===== src/rtl/cix_seq_pkg.sv =====
// cix_seq_pkg: shared encodings for the cix_seq bit-index counter.
//   cix_mode_e  : operation select (ctz, clz, popcount ones, popcount zeros)
//   cix_state_e : sequencer states
package cix_seq_pkg;

    typedef enum logic [1:0] {
        CIX_CTZ  = 2'b00,
        CIX_CLZ  = 2'b01,
        CIX_POP1 = 2'b10,
        CIX_POP0 = 2'b11
    } cix_mode_e;

    typedef enum logic [1:0] {
        IDLE = 2'b00,
        BUSY = 2'b01,
        DONE = 2'b10
    } cix_state_e;

endpackage


===== src/rtl/cix_chunk.sv =====
// cix_chunk: combinational per-chunk counter for one W = 2^ORDER bit chunk.
//   chunk   : W-bit slice of the operand
//   mode    : operation select
//   count   : ctz/clz -> trailing/leading zeros (W when chunk is zero),
//             pop1 -> ones, pop0 -> zeros
//   nonzero : chunk has at least one bit set
module cix_chunk
    import cix_seq_pkg::*;
#(
    parameter int ORDER = 3
) (
    input  logic [2**ORDER-1:0] chunk,
    input  cix_mode_e           mode,
    output logic [ORDER:0]      count,
    output logic                nonzero
);
    localparam int W = 2**ORDER;

    logic [ORDER:0] ones;
    logic [ORDER:0] tz;
    logic [ORDER:0] lz;

    always_comb begin
        ones = '0;
        tz   = (ORDER+1)'(W);
        lz   = (ORDER+1)'(W);
        for (int i = 0; i < W; i++)
            ones = ones + (ORDER+1)'(chunk[i]);
        // Scan downward so the lowest set bit wins.
        for (int i = W-1; i >= 0; i--)
            if (chunk[i]) tz = (ORDER+1)'(i);
        // Scan upward so the highest set bit wins.
        for (int i = 0; i < W; i++)
            if (chunk[i]) lz = (ORDER+1)'(W-1-i);
        case (mode)
            CIX_CTZ:  count = tz;
            CIX_CLZ:  count = lz;
            CIX_POP1: count = ones;
            default:  count = (ORDER+1)'(W) - ones;
        endcase
    end

    assign nonzero = |chunk;

endmodule


===== src/rtl/cix_seq.sv =====
// cix_seq: multi-cycle ctz / clz / popcount over WORDS chunks of 2^ORDER bits,
// one chunk per clock, early exit for ctz/clz, valid/ready on both sides.
//   clock, reset     : clock, asynchronous active-high reset
//   in_valid/in_ready: request handshake (ready only in IDLE)
//   in_mode, in_data : operation and N-bit operand
//   out_valid/out_ready : result handshake (valid only in DONE)
//   out_count        : RW-bit result
//   out_zero         : ctz/clz no bit set; popcount result is zero
module cix_seq
    import cix_seq_pkg::*;
#(
    parameter  int ORDER = 3,
    parameter  int WORDS = 4,
    localparam int W     = 2**ORDER,
    localparam int N     = W * WORDS,
    localparam int RW    = $clog2(N+1)
) (
    input  logic          clock,
    input  logic          reset,
    input  logic          in_valid,
    output logic          in_ready,
    input  logic [1:0]    in_mode,
    input  logic [N-1:0]  in_data,
    output logic          out_valid,
    input  logic          out_ready,
    output logic [RW-1:0] out_count,
    output logic          out_zero
);
    localparam int IW = (WORDS > 1) ? $clog2(WORDS) : 1;

    cix_state_e    state, state_d;
    cix_mode_e     mode_q, mode_d;
    logic [N-1:0]  data_q, data_d;
    logic [IW-1:0] idx, idx_d;
    logic [RW-1:0] acc, acc_d, step_sum;
    logic          zero_q, zero_d;

    logic [W-1:0]   chunk;
    logic [ORDER:0] chunk_cnt;
    logic           chunk_nz;
    logic           last;

    assign chunk = data_q[int'(idx)*W +: W];

    cix_chunk #(.ORDER(ORDER)) u_chunk (
        .chunk   (chunk),
        .mode    (mode_q),
        .count   (chunk_cnt),
        .nonzero (chunk_nz)
    );

    // clz walks from the top chunk down, everything else from chunk 0 up.
    assign last     = (mode_q == CIX_CLZ) ? (idx == '0) : (idx == IW'(WORDS-1));
    assign step_sum = acc + RW'(chunk_cnt);

    always_comb begin
        state_d = state;
        mode_d  = mode_q;
        data_d  = data_q;
        idx_d   = idx;
        acc_d   = acc;
        zero_d  = zero_q;
        case (state)
            IDLE: begin
                if (in_valid) begin
                    state_d = BUSY;
                    mode_d  = cix_mode_e'(in_mode);
                    data_d  = in_data;
                    acc_d   = '0;
                    zero_d  = 1'b0;
                    idx_d   = (cix_mode_e'(in_mode) == CIX_CLZ) ? IW'(WORDS-1) : '0;
                end
            end
            BUSY: begin
                // A zero chunk contributes W in ctz/clz, so an all-zero
                // operand naturally accumulates to N.
                acc_d = step_sum;
                if (mode_q == CIX_CTZ || mode_q == CIX_CLZ) begin
                    if (chunk_nz) begin
                        state_d = DONE;
                        zero_d  = 1'b0;
                    end else if (last) begin
                        state_d = DONE;
                        zero_d  = 1'b1;
                    end else begin
                        idx_d = (mode_q == CIX_CLZ) ? idx - 1'b1 : idx + 1'b1;
                    end
                end else begin
                    if (last) begin
                        state_d = DONE;
                        zero_d  = (step_sum == '0);
                    end else begin
                        idx_d = idx + 1'b1;
                    end
                end
            end
            DONE: begin
                if (out_ready) state_d = IDLE;
            end
            default: state_d = IDLE;
        endcase
    end

    always_ff @(posedge clock or posedge reset) begin
        if (reset) begin
            state  <= IDLE;
            mode_q <= CIX_CTZ;
            data_q <= '0;
            idx    <= '0;
            acc    <= '0;
            zero_q <= 1'b0;
        end else begin
            state  <= state_d;
            mode_q <= mode_d;
            data_q <= data_d;
            idx    <= idx_d;
            acc    <= acc_d;
            zero_q <= zero_d;
        end
    end

    assign in_ready  = (state == IDLE);
    assign out_valid = (state == DONE);
    assign out_count = acc;
    assign out_zero  = zero_q;

endmodule


===== config.mk =====
export PLATFORM = sky130hd
export DESIGN_NAME = cix_seq
export DESIGN_NICKNAME = d
export VERILOG_FILES = /design/src/rtl/cix_seq_pkg.sv /design/src/rtl/cix_chunk.sv /design/src/rtl/cix_seq.sv
export SDC_FILE = /design/constraint.sdc
export NUM_CORES = 1
export LEC_CHECK = 0
export BUFFER_PORTS_ARGS = -buffer_cell sky130_fd_sc_hd__buf_2
export CAP_MARGIN = 10
export CORE_MARGIN = 8
export CORE_UTILIZATION = 50
export CTS_BUF_LIST = sky130_fd_sc_hd__clkbuf_8 sky130_fd_sc_hd__clkbuf_16
export DETAILED_ROUTE_END_ITERATION = 8
export PLACE_DENSITY_LB_ADDON = 0.15
export SLEW_MARGIN = 30
export SYNTH_ARGS = -nofsm -noshare
export SYNTH_HDL_FRONTEND = slang
export SYNTH_SLANG_ARGS = --single-unit

===== constraint.sdc =====
create_clock -name clock -period 4.6 [get_ports clock]
set_input_delay 0 -clock clock [delete_from_list [all_inputs] [get_ports clock]]
set_output_delay 0 -clock clock [all_outputs]
set_load 0.005 [all_outputs]

### After elaboration in Yosys (flattened, before gate mapping)

Cells that the tools add are included.

* shifts and indexed selects: 1
* equal/unequal tests: 12
* divide/modulo/power cells: 0
* bitwise operators: 0
* reductions and logical operators: 12
* multiply operators: 0
* $lt $le $gt $ge: 0
* multiplexer cells: 40
* add/subtract/negate cells: 11

Operator list (count)
* 2-to-1 mux 4 bit: 16
* indexed part select 32 x 6 -> 8 bit: 1
* adder 4 x 1 -> 4 bit: 6
* 2-to-1 mux 2 bit: 12
* one-hot mux 4 bit (3 select lines): 1
* one-hot mux 6 bit (2 select lines): 1
* inequality test 3 bit (second input constant): 3
* AND reduction 4 bit: 2
* OR reduction 8 bit: 1
* adder 6 x 4 -> 6 bit: 1
* == test 2 x 1 -> 1 bit (second input constant): 3
* == test 2 bit (second input constant): 3
* zero test 2 bit: 3
* zero test 6 bit: 1
* 2-to-1 mux 1 bit: 6
* 2-to-1 mux 6 bit: 1
* one-hot mux 2 bit (3 select lines): 1
* AND reduction 2 bit: 3
* inequality test 2 bit (second input constant): 2
* one-hot mux 2 bit (2 select lines): 1
* subtractor 4 bit (first input constant): 1
* adder 1 x 1 -> 2 bit: 1
* adder 2 x 1 -> 2 bit (second input constant): 1
* inequality test 2 x 1 -> 1 bit (second input constant): 1
* other kinds (4): 4

* bits in read-only memories: 0
* output and inout port bits: 9
* latch bits: 0
* register bits: 45
* logic and storage cells: 82
* bits in writable memories: 0
* memories kept: 0

### Longest topological paths before layout

Gate-level depths: netlist (run 1).

* word-level depth: 15
* depth in mapped cells: 20
* gate-level depth less buffers: 19

### By module

A second synthesis (run 1) with hierarchy kept.

* cells, all modules: 299
* area, all modules: 2698.8 µm²

By module, submodules not included
* cix_seq: instances 1, area an instance 2212.1 µm², cells each 233, sequential area each 1126.1 µm²
* cix_chunk: instances 1, area an instance 486.7 µm², cells each 66, sequential area each 0.0 µm²

### Worst setup path before layout (run 1)

No wires, ideal clock.

* kind: reg2reg
* start: register idx[0]
* end: register zero_q (netlist: out_zero)
* clock period less this slack: 4930 ps
* stages on the path, launching flop included: 21
* data required time: 4506 ps
* setup slack: -330 ps
* data arrival time: 4836 ps
* buffers on the path: 1
* cells stage by stage: dfrtp_1 buf_6 mux4_2 inv_1 ha_1 inv_1 fa_1 fa_1 fa_1 inv_1 fa_1 inv_1 ha_1 nand3b_1 a32oi_1 fa_1 xor2_1 nand4_1 mux2i_1 a31oi_1 a211oi_1

* word-level cells in the longest chain between the ends: 15
* elaborated cells between the ends (all ways): 39

Ends and longest elaborated chain
* from (decl): line cix_seq.sv:34 `logic [IW-1:0] idx, idx_d;`
* from (signal assigned): line cix_seq.sv:116 `idx <= idx_d;`
* indexed part select 32 x 6 -> 8 bit: line cix_seq.sv:43 `assign chunk = data_q[int'(idx)*W +: W];`
* adder 1 x 1 -> 2 bit (tied with other cells): line cix_chunk.sv:28 `ones = ones + (ORDER+1)'(chunk[i]);`
* adder 4 x 1 -> 4 bit (tied with other cells) (6 in a row): line cix_chunk.sv:28
* subtractor 4 bit (tied with other cells): line cix_chunk.sv:39 `default: count = (ORDER+1)'(W) - ones;`
* one-hot mux 4 bit (3 select lines): line cix_chunk.sv:35 `case (mode)`
* adder 6 x 4 -> 6 bit: line cix_seq.sv:54 `assign step_sum = acc + RW'(chunk_cnt);`
* zero test 6 bit: line cix_seq.sv:91 `zero_d = (step_sum == '0);`
* 2-to-1 mux 1 bit: line cix_seq.sv:89 `if (last) begin`
* 2-to-1 mux 1 bit: line cix_seq.sv:78 `if (mode_q == CIX_CTZ || mode_q == CIX_CLZ) begin`
* one-hot mux 1 bit (2 select lines): line cix_seq.sv:63 `case (state)`
* to (signal assigned): line cix_seq.sv:118 `zero_q <= zero_d;`
* to (decl): line cix_seq.sv:36 `logic zero_q, zero_d;`

Several ways; a longest one is shown, not always the timed one. The select of a mux whose other input is x is not followed.
A chain may end at the register's enable or synchronous reset.

### Worst setup path after layout (run 1)

Ends and elaborated chain as after synthesis.

==> results of run 1 <==
cells in the mapped netlist (all sizes together), types with 2 or more instances:
| cell | count |
|---|---|
| buf | 3 |
| clkbuf | 10 |
| nand2b | 3 |
| or2 | 4 |
| a32o | 2 |
| ha | 13 |
| mux4 | 10 |
| xor2 | 4 |
| mux2i | 3 |
| fa | 5 |
| a21oi | 7 |
| o31a | 2 |
| a211o | 2 |
| nand3 | 6 |
| o21ai | 17 |
| a32oi | 4 |
| or4 | 2 |
| xnor2 | 4 |
| nor2 | 14 |
| dfrtp | 45 |
| nand2 | 111 |
| nand4 | 2 |
| a211oi | 2 |
| nor2b | 5 |
| mux2 | 2 |
| inv | 23 |
registers in the layout, summed over array words and instances (netlist names):
| name | count |
|---|---|
| data_q | 32 |
| out_count | 6 |
| idx | 2 |
| mode_q | 2 |
| state | 2 |
| out_zero | 1 |
worst min-delay path by stage:
| stage | slack, ps | cells past startpoint | to | start |
|---|---|---|---|---|
| 6_report | 170 | 4 | data_q[10] | in_valid |
| 5_1_grt | 190 | 4 | data_q[10] | in_valid |
| 4_1_cts | 160 | 4 | data_q[10] | in_valid |
| 3_5_place_dp | 180 | 3 | idx[1] | reset |
| 3_3_place_gp | 170 | 3 | data_q[9] | reset |
| 2_1_floorplan | 110 | 2 | data_q[0] | in_data[0] |
final cells by class:
cell class | instances | area, sq um
clock inverters | 3 | 46.3
clock buffers | 5 | 68.8
repair buffers | 107 | 782
fillers | 420 | 1600
multi-input cells | 237 | 1700
inverters | 23 | 86.3
flip-flops and latches | 45 | 1130
well taps | 72 | 90.1
tightest hold or removal path: cells and delay by family:
kind          cells  cell delay (ps)
buf+inv           1              100
simple gates      3              330
kinds of logic after synthesis:
| group | count (synthesis) |
|---|---|
| XOR/XNOR | 8 |
| AND/OR/NAND/NOR | 153 |
| buffers and inverters | 36 |
| adder cells (fa/ha/maj) | 18 |
| flip-flops | 45 |
| AO/OA/AOI/OAI | 43 |
| multiplexers | 15 |
timing repair:
item                       CTS  global route
hold endpoints to repair    80             0
resized for setup            3            16
setup endpoints to repair    4             6
setup buffers                1             1
hold buffers                36             0
pin swaps                    2            13
metal layers:
| layer | vias up | GRT usage [%] | share of wire [%] | wire [um] |
|---|---|---|---|---|
| li1 | 1256 | - | - | - |
| met2 | 48 | 31.2 | 52 | 3690 |
| met5 | - | 0 | 0 | 0 |
| met4 | 0 | 4.91 | 1.3 | 94 |
| met1 | 1234 | 21.2 | 44 | 3160 |
| met3 | 12 | 3.70 | 3.0 | 217 |
stage by stage:
| stage | cells | setup TNS (ps) | setup WS, ps | util (%) | area, sq um |
|---|---|---|---|---|---|
| after CTS | 491 | -1110 | -443 | 69.5 | 3830 |
| final | 492 | -947 | -437 | 70.9 | 3910 |
| after detailed placement | 446 | -1090 | -485 | 60.6 | 3340 |
| after floorplan | 318 | -337 | -251 | - | 2900 |
| after global routing | 492 | -1810 | -647 | 70.9 | 3910 |
| after global placement | 446 | -558 | -300 | 60.6 | 3340 |
==> results_dict.tcl, run 1 <==
set metrics [dict create \
    synth_compound_area_share_pct 9.97 \
    synth_top_family_by_area "simple AND/OR/NAND/NOR gates" \
    core_sq_um 5510 \
    insertion_delay_ps 300 \
    grt_pass1_vias 2731 \
    status "finished, violations left" \
    fmax_mhz 199 \
    r2r-start "idx[0]" \
    synthSimpleGateAreaFrac_pct 23.8 \
    violations "setup timing" \
    yosysSeqAreaShare_pct 39.5 \
    slew_headroom_pct 62.0 \
    grt_max_degree 46 \
    gp_congestion 0.864 \
    synth.distinct_cells 45 \
    crit_end "out_zero" \
    synth_edf_count 0 \
    start_kind "flop" \
    syn2layout_area_growth_pct 37.1 \
    slowest_delay_ps 560 \
    grt_usage_pct 17.7 \
    synth_xor_xnor_area_share_pct 2.46 \
    crit_fanout 4 \
    antenna_found_initial 0 \
    max_cap_viol_count 0 \
    slew_violations 0 \
    path_clk_slew_ps 90 \
    rrSetupSlack_ps -440 \
    critical_path.cell_chain "mux4_2, inv_2, ha_4, inv_2, fa_1, fa_1, fa_2, inv_2, fa_2, inv_2, ha_4, xor2_1, a32oi_2, ha_1, a211oi_2, a21oi_4, xnor2_1, a31oi_1, a211oi_1" \
    num_vias 2550 \
    globalRouteOverflowTotal 0 \
    rsz0062_at_grt "yes" \
    finalHoldViolations 0 \
    drt.antenna.violating_nets 0 \
    path_class "reg2reg" \
    synth_fp_nets 374 \
    htree_levels 2 \
    first_iter_violations 90 \
    synthArstFlopShare_pct 100 \
    layout_commonest_cell "nand2_1" \
    finalNetCount 475 \
    diodes 0 \
    grt_pass1_wl_um 12300 \
    synth_adder_area_share_pct 9.23 \
    yosysWarnings 0 \
    viasPerCell 5.18 \
    synth_seq_cells 45 \
    synth.largest_area_cell "dfrtp_1" \
    cts_sinks 45 \
    skew_ps 5.25 \
    synth_flop_cell "dfrtp_1" \
    wl_um 7160 \
    path_depth 19 \
    fin_crit_ps 5040 \
    clockBufferDepth 2 \
    setup_ws_ps -437 \
    ff2ff_path_depth 19 \
    wl_per_cell_um 14.6 \
    holdCritPathClass "in2reg" \
    mostFrequentLayoutCells "110 x nand2_1, 46 x buf_2, 44 x dfrtp_1, 36 x dlygate4sd3_1, 24 x buf_4" \
    worst_pin_slew_ps 571 \
    cp.required_ps 4820 \
    syn_area_sq_um 2850 \
    whs_ps 171 \
    cts_root_buffer "clkbuf_8" \
    dr.pass1.iters 4 \
    fin_crit_sh_pct 110 \
    numCtsBuffers 5 \
    crit_arrival_ps 5250 \
    synthCells 318 \
    rows 27 \
    synth_mux_area_share_pct 9.75 \
    cp_common_cell "inv_2" \
    end_kind "flop" \
    cts_tree "yes" \
    port_buffers 46 \
    crit_family "adder cells" \
    r2r_end "out_zero" \
    io_pins 47 \
    route.detailed.drc 0 \
    dieArea_sq_um 8370 \
    die_w_um 91.5 \
    initial_core_util_pct 51.7 \
    synth_area_per_cell_sq_um 8.96 \
    drive_above_1_share_pct 30.0 \
    cp_slowest_cell "fa_2" \
    cp-startpoint "idx[0]" \
    crit_buf_inv 4 \
    synth.area.top_cells "dfrtp_1 40%, nand2_1 15%, mux4_2 7.9%, ha_1 5.7%, fa_1 3.5%" \
    post-dp-hpwl_um 5010 \
    setup_viol 4 \
    fp.dieH_um 91.5 \
    synth_top_area_share_pct 39.5 \
]
Power of run 1 is not shown: default switching activity piles up to over one toggle a cycle in this logic, so the estimate is an artifact.
==> run 2: changes to the inputs <==
SYNTH_HIERARCHICAL = 1   (was unset)
==> run 2 against run 1 <==
Cell area down 5.8%. The run still ends with setup timing left. Synthesized cell count shrank 6.0%. Setup slack better by 95 ps. Sequential share of layout area grew 1.8 points. Routed wire length fell by 5.4%. Count of clock-buffer cells in the layout unchanged. Critical path depth grew 1. Maximum frequency up 1.9%. Non-clock buffer count is 5 lower. Largest cell class unchanged. Die area fell by 4.3%. Critical path type unchanged. Global-route usage up 0.88 points. Sequential cell count unchanged.
==> results_dict.tcl, run 2 <==
set metrics [dict create \
    die_w_um 89.5 \
    cts_tree "yes" \
    wl_um 6780 \
    rsz0062_at_grt "yes" \
    layout_commonest_cell "nand2_1" \
    gp_congestion 0.815 \
    cts_sinks 45 \
    end_kind "flop" \
    grt_pass1_wl_um 11500 \
    critical_path.cell_chain "mux4_2, fa_1, inv_1, fa_1, fa_1, inv_1, ha_2, inv_2, fa_1, buf_4, nand2b_1, a32oi_2, o21ai_2, buf_4, ha_4, a21o_1, a21oi_2, xor2_1, o211ai_1, o211ai_1" \
    path_class "reg2reg" \
    yosysMostFrequentCell "nand2_1" \
    synth_top_area_share_pct 41.7 \
    min_to "state[0]" \
    fmax_mhz 202 \
    port_buffers 46 \
    core_sq_um 5170 \
    wl_per_cell_um 14.6 \
    slew_violations 0 \
    rrSetupSlack_ps -340 \
    status "finished, violations left" \
    violations "setup timing" \
    clockBufferDepth 2 \
    r2r_end "out_zero" \
    rows 26 \
    setup-tns-final_ps -1190 \
    holdCritPathClass "in2reg" \
    path_clk_slew_ps 90 \
    dieArea_sq_um 8000 \
    synth.largest_area_cell "dfrtp_1" \
    antenna_found_initial 0 \
    cp_common_cell "fa_1" \
    cp_slowest_cell "mux4_2" \
    initial_core_util_pct 52.2 \
    viasPerCell 5.07 \
    cp.required_ps 4820 \
    slowest_delay_ps 550 \
    slew_headroom_pct 54.1 \
    first_iter_violations 86 \
    synth_seq_cells 45 \
    numCtsBuffers 5 \
    finalHoldViolations 0 \
    drt.antenna.violating_nets 0 \
    fin_crit_ps 4940 \
    worstHoldPathCells 4 \
    syn_area_sq_um 2700 \
    synth_commonest_cells "106 x nand2_1, 45 x dfrtp_1, 23 x inv_1" \
    syn2layout_area_growth_pct 36.3 \
    ff2ff_path_depth 20 \
    synth_flop_cell "dfrtp_1" \
    grt_max_degree 46 \
    synth_edf_count 0 \
    max_cap_viol_count 0 \
    synth.distinct_cells 45 \
    skew_ps 6.16 \
    dr.pass1.iters 4 \
    yosysSeqAreaShare_pct 41.7 \
    crit_arrival_ps 5160 \
    route.detailed.drc 0 \
    synthArstFlopShare_pct 100 \
    yosysWarnings 6 \
    synth_fp_nets 354 \
    largest_reg_flops 32 \
    r2r-start "idx[0]" \
    diodes 0 \
    globalRouteOverflowTotal 0 \
    insertion_delay_ps 300 \
    io_pins 47 \
    synth.area.top_cells "dfrtp_1 42%, nand2_1 15%, mux4_2 6.7%, ha_1 5.6%, fa_1 3.7%" \
    finalNetCount 449 \
    top_register "data_q" \
    synthCells 299 \
    grt_pass1_vias 2449 \
    mostFrequentLayoutCells "106 x nand2_1, 46 x buf_2, 44 x dfrtp_1, 36 x dlygate4sd3_1, 21 x inv_1" \
    fin_crit_sh_pct 107 \
    worst_pin_slew_ps 688 \
    whs_ps 263 \
    cts_root_buffer "clkbuf_8" \
    synth_area_per_cell_sq_um 9.03 \
    hp-start "in_valid" \
    num_vias 2359 \
    fp.dieH_um 89.5 \
    crit_fanout 5 \
    htree_levels 2 \
    start_kind "flop" \
    grt_usage_pct 18.6 \
    post-dp-hpwl_um 4510 \
    setup_ws_ps -342 \
    setup_viol 4 \
    drive_above_1_share_pct 28.4 \
]
[run 2: cell types whose count changed in the layout (fill, tap and decap cells not counted), moves of 4 or more]
cell	before	now
buf_4	24	20
inv_1	17	21
inv_2	5	1
nand2_1	110	106
nor2_1	12	5
o21ai_0	12	6
or2_2	4	0
[run 2: cell type report]
cell class | instances | area (sq um)
multi-input cells | 217 | 1520
fillers | 411 | 1500
flip-flops and latches | 45 | 1130
repair buffers | 102 | 741
well taps | 70 | 87.6
inverters | 23 | 86.3
clock buffers | 5 | 68.8
clock inverters | 3 | 46.3
[run 2: cells by family (layout without fill, tap and decap cells)]
group	after synthesis	count (layout)	share of synthesized area (%)
DFF	45	45	41.7
adders and majority gates	17	17	9.27
buffers and inverters	37	133	5.61
muxes	11	11	7.88
xor gates and xnor gates	7	7	2.27
and+or+nand+nor	148	148	24.6
AOI/OAI and AO/OA	34	34	8.62
[run 2: stage by stage]
stage                     area (sq um)  worst slack (ps)  utilization [%]  instances
after global routing              3680              -597             71.1        465
after global placement            3090              -417             59.7        417
after floorplan                   2720              -415                -        299
after detailed placement          3090              -596             59.8        417
final                             3680              -342             71.1        465
after CTS                         3630              -386             70.1        465
[run 2: what timing repair did]
item,CTS,global route
setup endpoints to repair,6,6
pin swaps,9,9
gates resized for setup,5,12
endpoints found under the hold margin,80,0
hold buffers,36,0
buffers inserted,4,0
[run 2: per-layer routing]
layer	part of all wire, %	global-route usage [%]
met1	45	23.3
met2	50	31.2
met3	4.4	4.14
met4	1.2	5.44
met5	0	0
[run 2: critical path, delay by kind of cell (launching register included)]
family          cells  cell delay, ps
compound gates      6             840
simple gates        1              60
buf+inv             5             450
fa+ha+maj           6            2320
xor+xnor            1             200
mux                 1             550
flops               1             430
[run 2: worst max path at each step]
stage / from / to / slack [ps] / cells after the start
after CTS: idx[0] / out_zero / -390 / 19
final: idx[0] / out_zero / -340 / 20
after floorplan: idx[0] / out_zero / -410 / 20
after global routing: idx[0] / out_zero / -600 / 18
after detailed placement: idx[0] / out_zero / -600 / 19
after global placement: idx[0] / out_zero / -420 / 19
Power of run 2 is left out for the same reason.
